<file path="src/rtl/shift_sub_divider_if.sv">
// Handshake and result bundle of the shift-and-subtract divider.
// The master issues divisions and the slave (the divider) returns results.
interface shift_sub_divider_if #(
  parameter int unsigned WIDTH = 16
);
  logic             start;
  logic [WIDTH-1:0] input1;
  logic [WIDTH-1:0] input2;
  logic [WIDTH-1:0] quotient;
  logic [WIDTH-1:0] remainder;
  logic             busy;
  logic             done;
  logic             div_by_zero;

  modport master (
    output start, input1, input2,
    input  quotient, remainder, busy, done, div_by_zero
  );

  modport slave (
    input  start, input1, input2,
    output quotient, remainder, busy, done, div_by_zero
  );
endinterface

</file>
<file path="src/rtl/shift_sub_divider.sv">
// Sequential 16-bit unsigned restoring divider: one quotient bit per clock,
// results and a one-cycle done pulse after 16 iterations.
module shift_sub_divider (
  input  logic               clk,
  input  logic               rst_n,
  shift_sub_divider_if.slave bus
);
  localparam int unsigned WIDTH = 16;
  localparam int unsigned CNT_W = $clog2(WIDTH);

  typedef enum logic [0:0] {
    IDLE = 1'b0,
    CALC = 1'b1
  } state_t;

  state_t           state;
  logic [WIDTH-1:0] d_reg;
  logic [WIDTH-1:0] q_reg;
  logic [WIDTH-1:0] r_reg;
  logic [CNT_W-1:0] cnt;

  logic [WIDTH:0]   t;
  logic             ge;
  logic [WIDTH-1:0] r_next;
  logic [WIDTH-1:0] q_next;

  // One restoring step; the trial value is WIDTH+1 bits so a full-scale
  // divisor never overflows the compare or subtract.
  always_comb begin
    t      = {r_reg, q_reg[WIDTH-1]};
    ge     = (t >= {1'b0, d_reg});
    r_next = ge ? WIDTH'(t - {1'b0, d_reg}) : t[WIDTH-1:0];
    q_next = {q_reg[WIDTH-2:0], ge};
  end

  always_ff @(posedge clk or negedge rst_n) begin
    if (!rst_n) begin
      state           <= IDLE;
      d_reg           <= '0;
      q_reg           <= '0;
      r_reg           <= '0;
      cnt             <= '0;
      bus.quotient    <= '0;
      bus.remainder   <= '0;
      bus.busy        <= 1'b0;
      bus.done        <= 1'b0;
      bus.div_by_zero <= 1'b0;
    end else begin
      bus.done <= 1'b0;
      case (state)
        IDLE: begin
          if (bus.start) begin
            if (bus.input2 == '0) begin
              // Divide by zero resolves immediately without iterating.
              bus.quotient    <= '1;
              bus.remainder   <= bus.input1;
              bus.div_by_zero <= 1'b1;
              bus.done        <= 1'b1;
            end else begin
              d_reg    <= bus.input2;
              q_reg    <= bus.input1;
              r_reg    <= '0;
              cnt      <= '0;
              bus.busy <= 1'b1;
              state    <= CALC;
            end
          end
        end
        CALC: begin
          q_reg <= q_next;
          r_reg <= r_next;
          cnt   <= cnt + CNT_W'(1);
          if (cnt == CNT_W'(WIDTH - 1)) begin
            bus.quotient    <= q_next;
            bus.remainder   <= r_next;
            bus.div_by_zero <= 1'b0;
            bus.done        <= 1'b1;
            bus.busy        <= 1'b0;
            state           <= IDLE;
          end
        end
        default: state <= IDLE;
      endcase
    end
  end
endmodule

</file>
<file path="src/flat_wrapper.sv">
// flat-port wrapper written by rule: the top's interface ports become plain ports
module shift_sub_divider_flat 
  (clk, rst_n, bus_start, bus_input1, bus_input2, bus_quotient, bus_remainder, bus_busy, bus_done, bus_div_by_zero);
  shift_sub_divider_if #(.WIDTH(16)) bus_i ();
  input  logic clk;
  input  logic rst_n;
  input wire logic [$bits(bus_i.start)-1:0] bus_start;
  input wire logic [$bits(bus_i.input1)-1:0] bus_input1;
  input wire logic [$bits(bus_i.input2)-1:0] bus_input2;
  output wire logic [$bits(bus_i.quotient)-1:0] bus_quotient;
  output wire logic [$bits(bus_i.remainder)-1:0] bus_remainder;
  output wire logic [$bits(bus_i.busy)-1:0] bus_busy;
  output wire logic [$bits(bus_i.done)-1:0] bus_done;
  output wire logic [$bits(bus_i.div_by_zero)-1:0] bus_div_by_zero;
  assign bus_i.start = bus_start;
  assign bus_i.input1 = bus_input1;
  assign bus_i.input2 = bus_input2;
  assign bus_quotient = bus_i.quotient;
  assign bus_remainder = bus_i.remainder;
  assign bus_busy = bus_i.busy;
  assign bus_done = bus_i.done;
  assign bus_div_by_zero = bus_i.div_by_zero;
  shift_sub_divider u_core (.clk(clk), .rst_n(rst_n), .bus(bus_i));
endmodule
</file>
<file path="config.mk">
export PLATFORM = sky130hd
export DESIGN_NAME = shift_sub_divider_flat
export DESIGN_NICKNAME = d
export VERILOG_FILES = /design/src/rtl/shift_sub_divider_if.sv /design/src/rtl/shift_sub_divider.sv /design/src/flat_wrapper.sv
export SDC_FILE = /design/constraint.sdc
export NUM_CORES = 1
export LEC_CHECK = 0
export CORE_MARGIN = 5
export CORE_UTILIZATION = 40
export DETAILED_ROUTE_END_ITERATION = 6
export HOLD_SLACK_MARGIN = 0.1
export PLACE_DENSITY = 0.61
export SKIP_CTS_REPAIR_TIMING = 1
export SLEW_MARGIN = 20
export SYNTH_ARGS = -nofsm -noshare
export SYNTH_HDL_FRONTEND = slang
export SYNTH_SLANG_ARGS = --single-unit
</file>
<file path="constraint.sdc">
create_clock -name clk -period 2.2 [get_ports clk]
set_input_delay 0.22 -clock clk [delete_from_list [all_inputs] [get_ports clk]]
set_output_delay 0.22 -clock clk [all_outputs]
set_load 0.01 [all_outputs]
</file>
==> impl_results.md, run 1 <==
- Seq pwr share: 21.7%
- Top-count cell post-synth: dfrtp_1
- Cell leakage power: 3.036 nW
- Crit path kind: reg2reg
- Period minus WS final: 2.448 ns
- DRC violations left: 0
- P per Cell Area: 2019 nW/um2
- Die Ht: 117.5 um
- Initial Utilization: 40.68%
- Post-synth cell types: 54
- Arr. time, crit path: 2.68 ns
- Commonest cells post-synth: dfrtp_1, nand2_1, o21ai_0, mux2i_1
- Initial antenna violation count: 0
- Vias/cell: 5.237
- Slowest CP cell: dfrtp_1
- Clk sink count: 88
- Dpl cells: 778
- Chip width: 117.5 um
- Total Nets Final: 706
- Worst-path cell chain: ha_4 > and4_4 > nand3_2 > a21o_1 > a211oi_4 > or2_4 > buf_12 > mux2_4 > a22o_1
- Post-DRT Antenna Nets: 0
- Endpoints failing setup: 29
- Clock power frac: 13.0%
- WL final: 13820 um
- ANT cells: 0
- Clock slew at reported path FFs: 0.07 ns
- Max IR drop VDD: 0.7278 mV
- Overall Global Routing Usage: 19.39%
- Post-Synthesis Cells: 498
- TritonCTS clock tree: done
- Asr flop ratio synth: 100.0%
- CP startpoint kind: flip-flop
- Final Cycle Share: 111.3%
- Worst Path Max Fanout: 8
- Synth area leader: dfrtp_1
- RSZ-0062 raised after global routing: true
- Post-synth EDFFs: 0
- Worst-Margin Slew: 0.5834 ns
- Failing checks: negative setup slack
- Status: finished, violations left
- Grt ovf: 0
- Required @ worst endpoint: 2.43 ns
- Reg-to-reg slack, setup: -0.25 ns
- CP endpoint kind: flip-flop
- Combinational Power Share: 65.3%
- Clk root buf: clkbuf_16
- H-tree levels: 3
- Worst Skew: 0.007493 ns
- Num CTS Buffers: 9
- Internal: 8.354 mW
- First-pass GRT wire length: 22180 um
- Hold crit path type: in2async
- Max frequency: 408.4 MHz
- FF-to-FF End: u_core.r_reg[8]
- CP max stage delay: 0.43 ns
- Core Util, Final: 61.05%
- Ports: 70
- Port Buffer Count: 69
- CTS Buffer Depth: 2
- Syn_nets: 551
- Largest net degree at the start of global routing: 44
- Via Count: 4195
- Post-route setup slack: -0.2484 ns
- Switching share of total power: 40.40%
- Wire per inst: 17.25 um
- MaxCap Viol Count: 0
- R2R depth: 9
- Layout cells sized above 1: 26.75%
- Final GP Congestion: 0.8990
- Core Footprint: 11370 um2
- Total power: 14.02 mW
- Yosys warns: 0
- Post-route insts no fill: 801
- Sequential-to-total area share from yosys stat: 47.61%
- Fin. max-slew vios: 0
- Commonest register cell after synthesis: dfrtp_1
- DRT iter0 DRCs: 186
- Synth top area share: 47.61%
- Die area: 13810 um2
- Slew Limit Headroom: 61.11%
- Vias in the first global route: 4350
- Clk_lat worst skew: 0.34 ns
- Number of synthesized register bits: 88
- 1st-pass router iterations: 4
- HPWL after DPL: 9869 um
- Area of the mapped netlist: 4626 um2
- Synth area leaders: dfrtp_1, o21ai_0, nand2_1
- Mapped Avg Cell Area: 9.289 um2
- Final hold violations: 0
- # rows: 39
- RR Startpoint: u_core.r_reg[5]
- Layout overhead on the synthesized area: 50.07%
- Sw Pwr: 5.663 mW
- Pre-CTS setup slack: -0.2777 ns
[metrics by stage]
step                hold WS (ns)  instance area [um2]  TNS, ns
finish                    0.3997                 6942   -4.305
global route              0.4814                 6942   -6.486
CTS                      -0.1109                 6570   -5.640
floorplan               -0.07559                 4705   -1.728
detailed placement        0.2600                 6220   -7.349
global placement          0.2488                 6220   -5.556
[layer usage]
| layer | vias to the layer above | share of wire (%) | GRT usage [%] |
|---|---|---|---|
| met5 | - | 0 | 0 |
| met4 | 0 | 1.2 | 3.871 |
| met1 | 2031 | 48 | 28.12 |
| met2 | 87 | 46 | 29.70 |
| li1 | 2064 | - | - |
| met3 | 13 | 4.7 | 4.709 |
[how the worst max path moves through the flow]
stage | from | endpoint | slack (ns) | depth (start not counted)
after global routing | u_core.r_reg[0] | u_core.r_reg[8] | -0.31 | 9
after global placement | u_core.r_reg[7] | u_core.r_reg[8] | -0.27 | 9
after detailed placement | u_core.r_reg[7] | u_core.r_reg[8] | -0.28 | 9
after floorplan | u_core.r_reg[7] | u_core.r_reg[8] | -0.17 | 10
after CTS | u_core.r_reg[7] | u_core.r_reg[8] | -0.30 | 9
final | u_core.r_reg[5] | u_core.r_reg[8] | -0.25 | 9
[power by group through the flow]
stage | clock (mW) | combinational, mW | sequential [mW]
finish | 1.82 | 9.15 | 3.05
global route | 1.95 | 10.0 | 3.14
CTS | 1.86 | 7.76 | 3.00
detailed placement | 0 | 7.68 | 3.01
global placement | 0 | 7.59 | 3.01
floorplan | 0 | 4.48 | 3.05
[worst max-delay path: cells and delay by family (launching register included)]
| family | cells | cell delay, ns |
|---|---|---|
| compound gates | 3 | 0.62 |
| fa+ha+maj | 1 | 0.31 |
| buf+inv | 1 | 0.15 |
| flops | 1 | 0.43 |
| mux | 1 | 0.32 |
| simple gates | 3 | 0.51 |
[placed cells by master (no fill, tap or decap), drive strengths merged, types with 2 or more instances in the layout]
cell type and count:
nor2 24, o21a 5, ha 17, mux2 2
nand3 18, a21oi 25, buf 102, xnor2 7
o22ai 9, nand4 5, bufinv 3, o2111ai 2
a31oi 3, nand2 85, a21o 7, dfrtp 88
xor2 4, nor3b 3, o21ai 77, clkbuf 10
or2 2, mux2i 26, and4 2, a211oi 7
clkdlybuf4s50 68, nor3 5, o22a 2, o221ai 2
or3 4, inv 22, and3 3, nor4 4
o211ai 2
[kinds of logic (layout without fill, tap and decap cells)]
logic type | after synthesis | in the layout | share of synthesized area [%]
muxes | 28 | 28 | 6.194
buffers and inverters | 47 | 207 | 4.733
adders and majority gates | 18 | 18 | 5.031
and+or+nand+nor | 160 | 160 | 15.55
AOI/OAI and AO/OA | 146 | 146 | 18.80
DFF | 88 | 88 | 47.61
xor gates and xnor gates | 11 | 11 | 2.083
[final cells by class]
class	count	area, um2
clock buffers	9	225.2
clock inverters	7	125.1
fillers	979	4428
inverters	19	71.32
multi-input cells	363	2575
flip-flops and latches	88	2202
well taps	143	178.9
repair buffers	172	1564
Power figures use the tool's default switching activity.
==> run 2, diff against run 1 <==
- ABC_AREA: not set -> 1
==> impl_results.md, run 2 <==
- Post-synth cell types: 34
- Post-route insts no fill: 938
- Vias/cell: 4.882
- Clk_lat worst skew: 0.35 ns
- CP endpoint kind: flip-flop
- Synth area leader: dfrtp_1
- Syn_nets: 733
- Sequential-to-total area share from yosys stat: 43.10%
- Fin. max-slew vios: 0
- Via Count: 4579
- Period minus WS final: 2.066 ns
- Max frequency: 484.0 MHz
- Grt ovf: 0
- Arr. time, crit path: 2.31 ns
- TritonCTS clock tree: done
- Met2 Wirelength: 6607 um
- WL final: 13910 um
- R2R depth: 11
- Wire per inst: 14.83 um
- Yosys warns: 0
- Met3 WL: 547 um
- Post-Synthesis Cells: 680
- Die area: 15140 um2
- Endpoints failing setup: 0
- Ports: 70
- Number of synthesized register bits: 88
- Clock slew at reported path FFs: 0.07 ns
- MaxCap Viol Count: 0
- Post-synth EDFFs: 0
- Filler cells: 1243
- Cell leakage power: 3.352 nW
- CTS Buffer Depth: 2
- DP Area: 6098 um2
- Most frequent cells in the layout: nand2_1, inv_1, dfrtp_1, clkdlybuf4s50_1
- Overall Global Routing Usage: 19.46%
- Hold crit path type: in2async
- Synth top area share: 43.10%
- Commonest cells post-synth: nand2_1, inv_1, dfrtp_1, nand3_1, nor2_1
- Design area: 6492 um2
- Asr flop ratio synth: 100.0%
- Commonest register cell after synthesis: dfrtp_1
- Layout overhead on the synthesized area: 27.06%
- Post-DRT Antenna Nets: 0
- Final hold violations: 0
- Mapped Avg Cell Area: 7.515 um2
- First-pass GRT wire length: 22780 um
- HPWL after DPL: 10820 um
- Crit path kind: reg2reg
- Dpl cells: 920
- P per Cell Area: 1857 nW/um2
- Top Metal Used: met4
- Chip width: 123.0 um
- Synth area leaders: dfrtp_1, nand2_1, inv_1
- DRC violations left: 0
- Status: finished, final reports clean
- Worst-Margin Slew: 0.6156 ns
- Vias in the first global route: 4562
- RSZ-0062 raised after global routing: false
- Initial Utilization: 40.66%
- Num CTS Buffers: 9
- Initial antenna violation count: 0
- Largest net degree at the start of global routing: 55
- Final GP Congestion: 0.8993
- # rows: 41
- Worst Skew: 0.009629 ns
- Commonest non-fill, non-tap cell in the layout: nand2_1
- Slew Limit Headroom: 58.96%
- Clk sink count: 88
- Required @ worst endpoint: 2.44 ns
- Total Nets Final: 815
- 1st-pass router iterations: 4
- Top-count cell post-synth: nand2_1
- Max IR drop VDD: 0.8534 mV
- Post-route met1 wirelength: 6506 um
- Final Cycle Share: 93.91%
- Area of the mapped netlist: 5110 um2
- ANT cells: 0
- Port Buffer Count: 69
- Die Ht: 123.0 um
- Worst Path Max Fanout: 7
- Clk root buf: clkbuf_16
- DRT iter0 DRCs: 346
- CP startpoint kind: flip-flop
- H-tree levels: 3
- Layout cells sized above 1: 11.49%
- Core Footprint: 12570 um2
## run 2: changes by cell type in the layout (fill, tap and decap cells not counted), moves of 27 or more
cell / previous run / this run
buf_4: 94 / 20
nand2_1: 84 / 163
o21ai_0: 60 / 33
nor2_1: 24 / 51
inv_1: 18 / 123
nand3_1: 16 / 51
## run 2: final timing paths
kind                                      start                      end  slack (ns)
worst max-delay path            u_core.r_reg[7]  u_core.bus.remainder[1]        0.13
worst min-delay path                      rst_n          u_core.bus.busy        0.36
worst max register to register  u_core.r_reg[7]  u_core.bus.remainder[1]        0.13
worst min register to register  u_core.d_reg[6]          u_core.d_reg[6]        0.49
max in group asynchronous                 rst_n          u_core.d_reg[2]        1.26
min in group clk                  bus_input2[3]          u_core.d_reg[3]        0.46
## run 2: cell type report
cell class / count / area, um2 / area share (%)
well taps: 172 / 215.2 / 3.315
inverters: 128 / 480.5 / 7.400
clock inverters: 6 / 68.82 / 1.060
repair buffers: 94 / 923.4 / 14.22
multi-input cells: 441 / 2376 / 36.60
clock buffers: 9 / 225.2 / 3.469
flip-flops and latches: 88 / 2203 / 33.94
## run 2: stage by stage
stage	worst slack (ns)	hold WS, ns	power, mW	setup TNS (ns)	util [%]
after floorplan	0.3255	-0.07559	7.881	0	-
after global placement	-0.02383	0.1835	10.25	-0.02620	48.52
after detailed placement	-0.01008	0.1858	10.30	-0.01008	48.52
after CTS	-0.03198	-0.1820	11.93	-0.03198	50.86
after global routing	0.001363	0.4043	13.27	0	51.66
final	0.1340	0.3608	12.06	0	51.66
## run 2: report_power, final
part / internal [mW] / switching (mW)
Combinational: 3.13 / 4.34
Sequential: 2.48 / 0.560
Clock: 0.880 / 0.674
Total: 6.49 / 5.57
## run 2: cell families after synthesis
group | count (synthesis) | synth area share (%)
AOI/OAI and AO/OA | 80 | 8.693
xor gates and xnor gates | 7 | 1.200
adders and majority gates | 18 | 4.554
buffers and inverters | 151 | 11.73
DFF | 88 | 43.09
and+or+nand+nor | 336 | 30.73
## run 2: layer usage
metal	global-route usage, %	up-vias
met4	5.882	0
met1	26.77	2152
met5	0	-
met3	4.026	18
met2	31.02	100
li1	-	2309
## run 2: worst max-delay path, stage by stage (launching register included)
cell,delay [ns]
dfrtp_1,0.44
ha_1,0.41
nand2_2,0.11
nor2_2,0.18
nand3_2,0.10
nand3_2,0.12
nand3_4,0.11
buf_4,0.19
nand4_1,0.10
nand3_1,0.11
nand2_1,0.07
inv_1,0.03
==> run 3, diff against run 2 <==
- CORE_MARGIN: 5 -> 2
- CORE_UTILIZATION: 40 -> 49
- GPL_TIMING_DRIVEN: not set -> 0
- PLACE_DENSITY: 0.61 -> 0.72
==> impl_results.md, run 3 (same netlist as run 2, synthesis figures left out) <==
- Total Nets Final: 818
- CP endpoint kind: flip-flop
- Vias/cell: 5.151
- Crit path launch: u_core.r_reg[13]
- DRT iter0 DRCs: 261
- Grt ovf: 0
- Final hold violations: 0
- Switching share of total power: 47.35%
- Vias in the first global route: 4681
- HPWL after DPL: 10980 um
- Most frequent cells in the layout: nand2_1, inv_1, dfrtp_1, clkdlybuf4s50_1
- P per Cell Area: 1854 nW/um2
- Hold crit path type: in2async
- FF-to-FF End: u_core.bus.remainder[3]
- Layout cells sized above 1: 11.70%
- Num CTS Buffers: 9
- R2R depth: 10
- Cell leakage power: 3.295 nW
- 1st-pass router iterations: 5
- Pre-CTS setup slack: -0.1706 ns
- Period minus WS final: 2.101 ns
- Clk_lat worst skew: 0.37 ns
- Largest net degree at the start of global routing: 53
- H-tree levels: 3
- Post-DRT Antenna Nets: 0
- Arr. time, crit path: 2.42 ns
- Core Util, Final: 62.64%
- Status: finished, final reports clean
- Combinational Power Share: 63.9%
- Max frequency: 475.9 MHz
- Initial Utilization: 49.94%
- # rows: 37
- Internal: 6.254 mW
- Port Buffer Count: 69
- Post-route setup slack: 0.09876 ns
- CP max stage delay: 0.41 ns
- Worst Path Max Fanout: 10
- Final Cycle Share: 95.51%
- Endpoints failing setup: 0
- Fin. max-slew vios: 0
- Seq pwr share: 25.7%
- Sum Neg Setup Slack: 0 ns
- Commonest non-fill, non-tap cell in the layout: nand2_1
- Final GP Congestion: 0.8908
- CP startpoint kind: flip-flop
- Slew Limit Headroom: 63.13%
- RR Startpoint: u_core.r_reg[13]
- Clock slew at reported path FFs: 0.09 ns
- Max IR drop VDD: 0.7978 mV
- Reg-to-reg slack, setup: 0.1 ns
- Sw Pwr: 5.625 mW
- TritonCTS clock tree: done
- Ports: 70
- Worst-Margin Slew: 0.5530 ns
- Crit path kind: reg2reg
- Die Ht: 106.1 um
- Core Footprint: 10230 um2
- Required @ worst endpoint: 2.52 ns
- First-pass GRT wire length: 22850 um
- Via Count: 4662
- Worst-path cell chain: ha_1 > a21oi_1 > o21a_1 > nand2_1 > nor2_4 > buf_6 > nand4_1 > nand3_1 > nand2_1 > inv_1
- Layout overhead on the synthesized area: 25.42%
- Multi-input logic area: 2461 um2
- Clk root buf: clkbuf_8
- WL final: 14060 um
- Clk sink count: 88
- Chip width: 106.1 um
- DRC violations left: 0
- Slowest CP cell: dfrtp_1
- ANT cells: 0
- MaxCap Viol Count: 0
- Most used cell, CP: nand2_1
- Die area: 11260 um2
- Wire per inst: 15.53 um
- Initial antenna violation count: 0
- Clock power frac: 10.4%
- Filler cells: 951
- CTS Buffer Depth: 2
- Worst Skew: 0.01223 ns
- Reg area: 2203 um2
- Overall Global Routing Usage: 26.15%
## run 3: changes by cell type in the layout (fill, tap and decap cells not counted), sizes merged
cell,change
buf,-7
clkbuf,+11
bufinv,+1
clkinvlp,-1
clkinv,-1
## run 3: metrics by stage
step	total power, mW	area, um2	std cells	hold WS, ns
after floorplan	7.881	5110	680	-0.07559
after global placement	9.951	5971	885	0.4710
after detailed placement	10.09	6000	886	0.1498
after CTS	11.37	6208	901	-0.2496
after global routing	12.98	6409	905	0.3563
final	11.88	6409	905	0.3131
## run 3: area by class of cell
| cell class | instances | share of cell area (%) |
|---|---|---|
| Sequential cell | 88 | 34.38 |
| Clock inverter | 5 | 1.269 |
| Tap cell | 136 | 2.655 |
| Multi-Input combinational cell | 441 | 38.40 |
| Inverter | 128 | 7.497 |
| Clock buffer | 10 | 1.991 |
| Timing Repair Buffer | 74 | 11.73 |
| Buffer | 23 | 2.069 |
## run 3: how the worst max path moves through the flow
stage	to	slack, ns	cells past startpoint
after floorplan	u_core.bus.remainder[1]	0.33	13
after global placement	u_core.q_reg[12]	-2.41	1
after detailed placement	u_core.bus.busy	-0.17	10
after CTS	u_core.bus.remainder[3]	-0.03	12
after global routing	u_core.bus.remainder[8]	-0.01	12
final	u_core.bus.remainder[3]	0.1	10
## run 3: per-layer routing
metal	share of wire (%)	GRT usage, %	wire, um
met5	0	0	0
met4	2.0	8.083	281
met3	4.2	4.660	591
met2	49	44.41	6894
met1	45	34.05	6291
## run 3: power groups by stage
| stage | clock [mW] | sequential, mW | combinational (mW) |
|---|---|---|---|
| 2_1_floorplan | 0 | 3.02 | 4.86 |
| 3_3_place_gp | 0 | 3.01 | 6.94 |
| 3_5_place_dp | 0 | 3.03 | 7.07 |
| 4_1_cts | 1.25 | 3.01 | 7.12 |
| 5_1_grt | 1.32 | 3.14 | 8.52 |
| 6_report | 1.23 | 3.05 | 7.59 |
## run 3: worst max-delay path, delay by kind of cell, from the launching register on
kind | cells | cell delay [ns]
compound gates | 2 | 0.36
flops | 1 | 0.41
fa+ha+maj | 1 | 0.39
simple gates | 5 | 0.65
buf+inv | 2 | 0.23
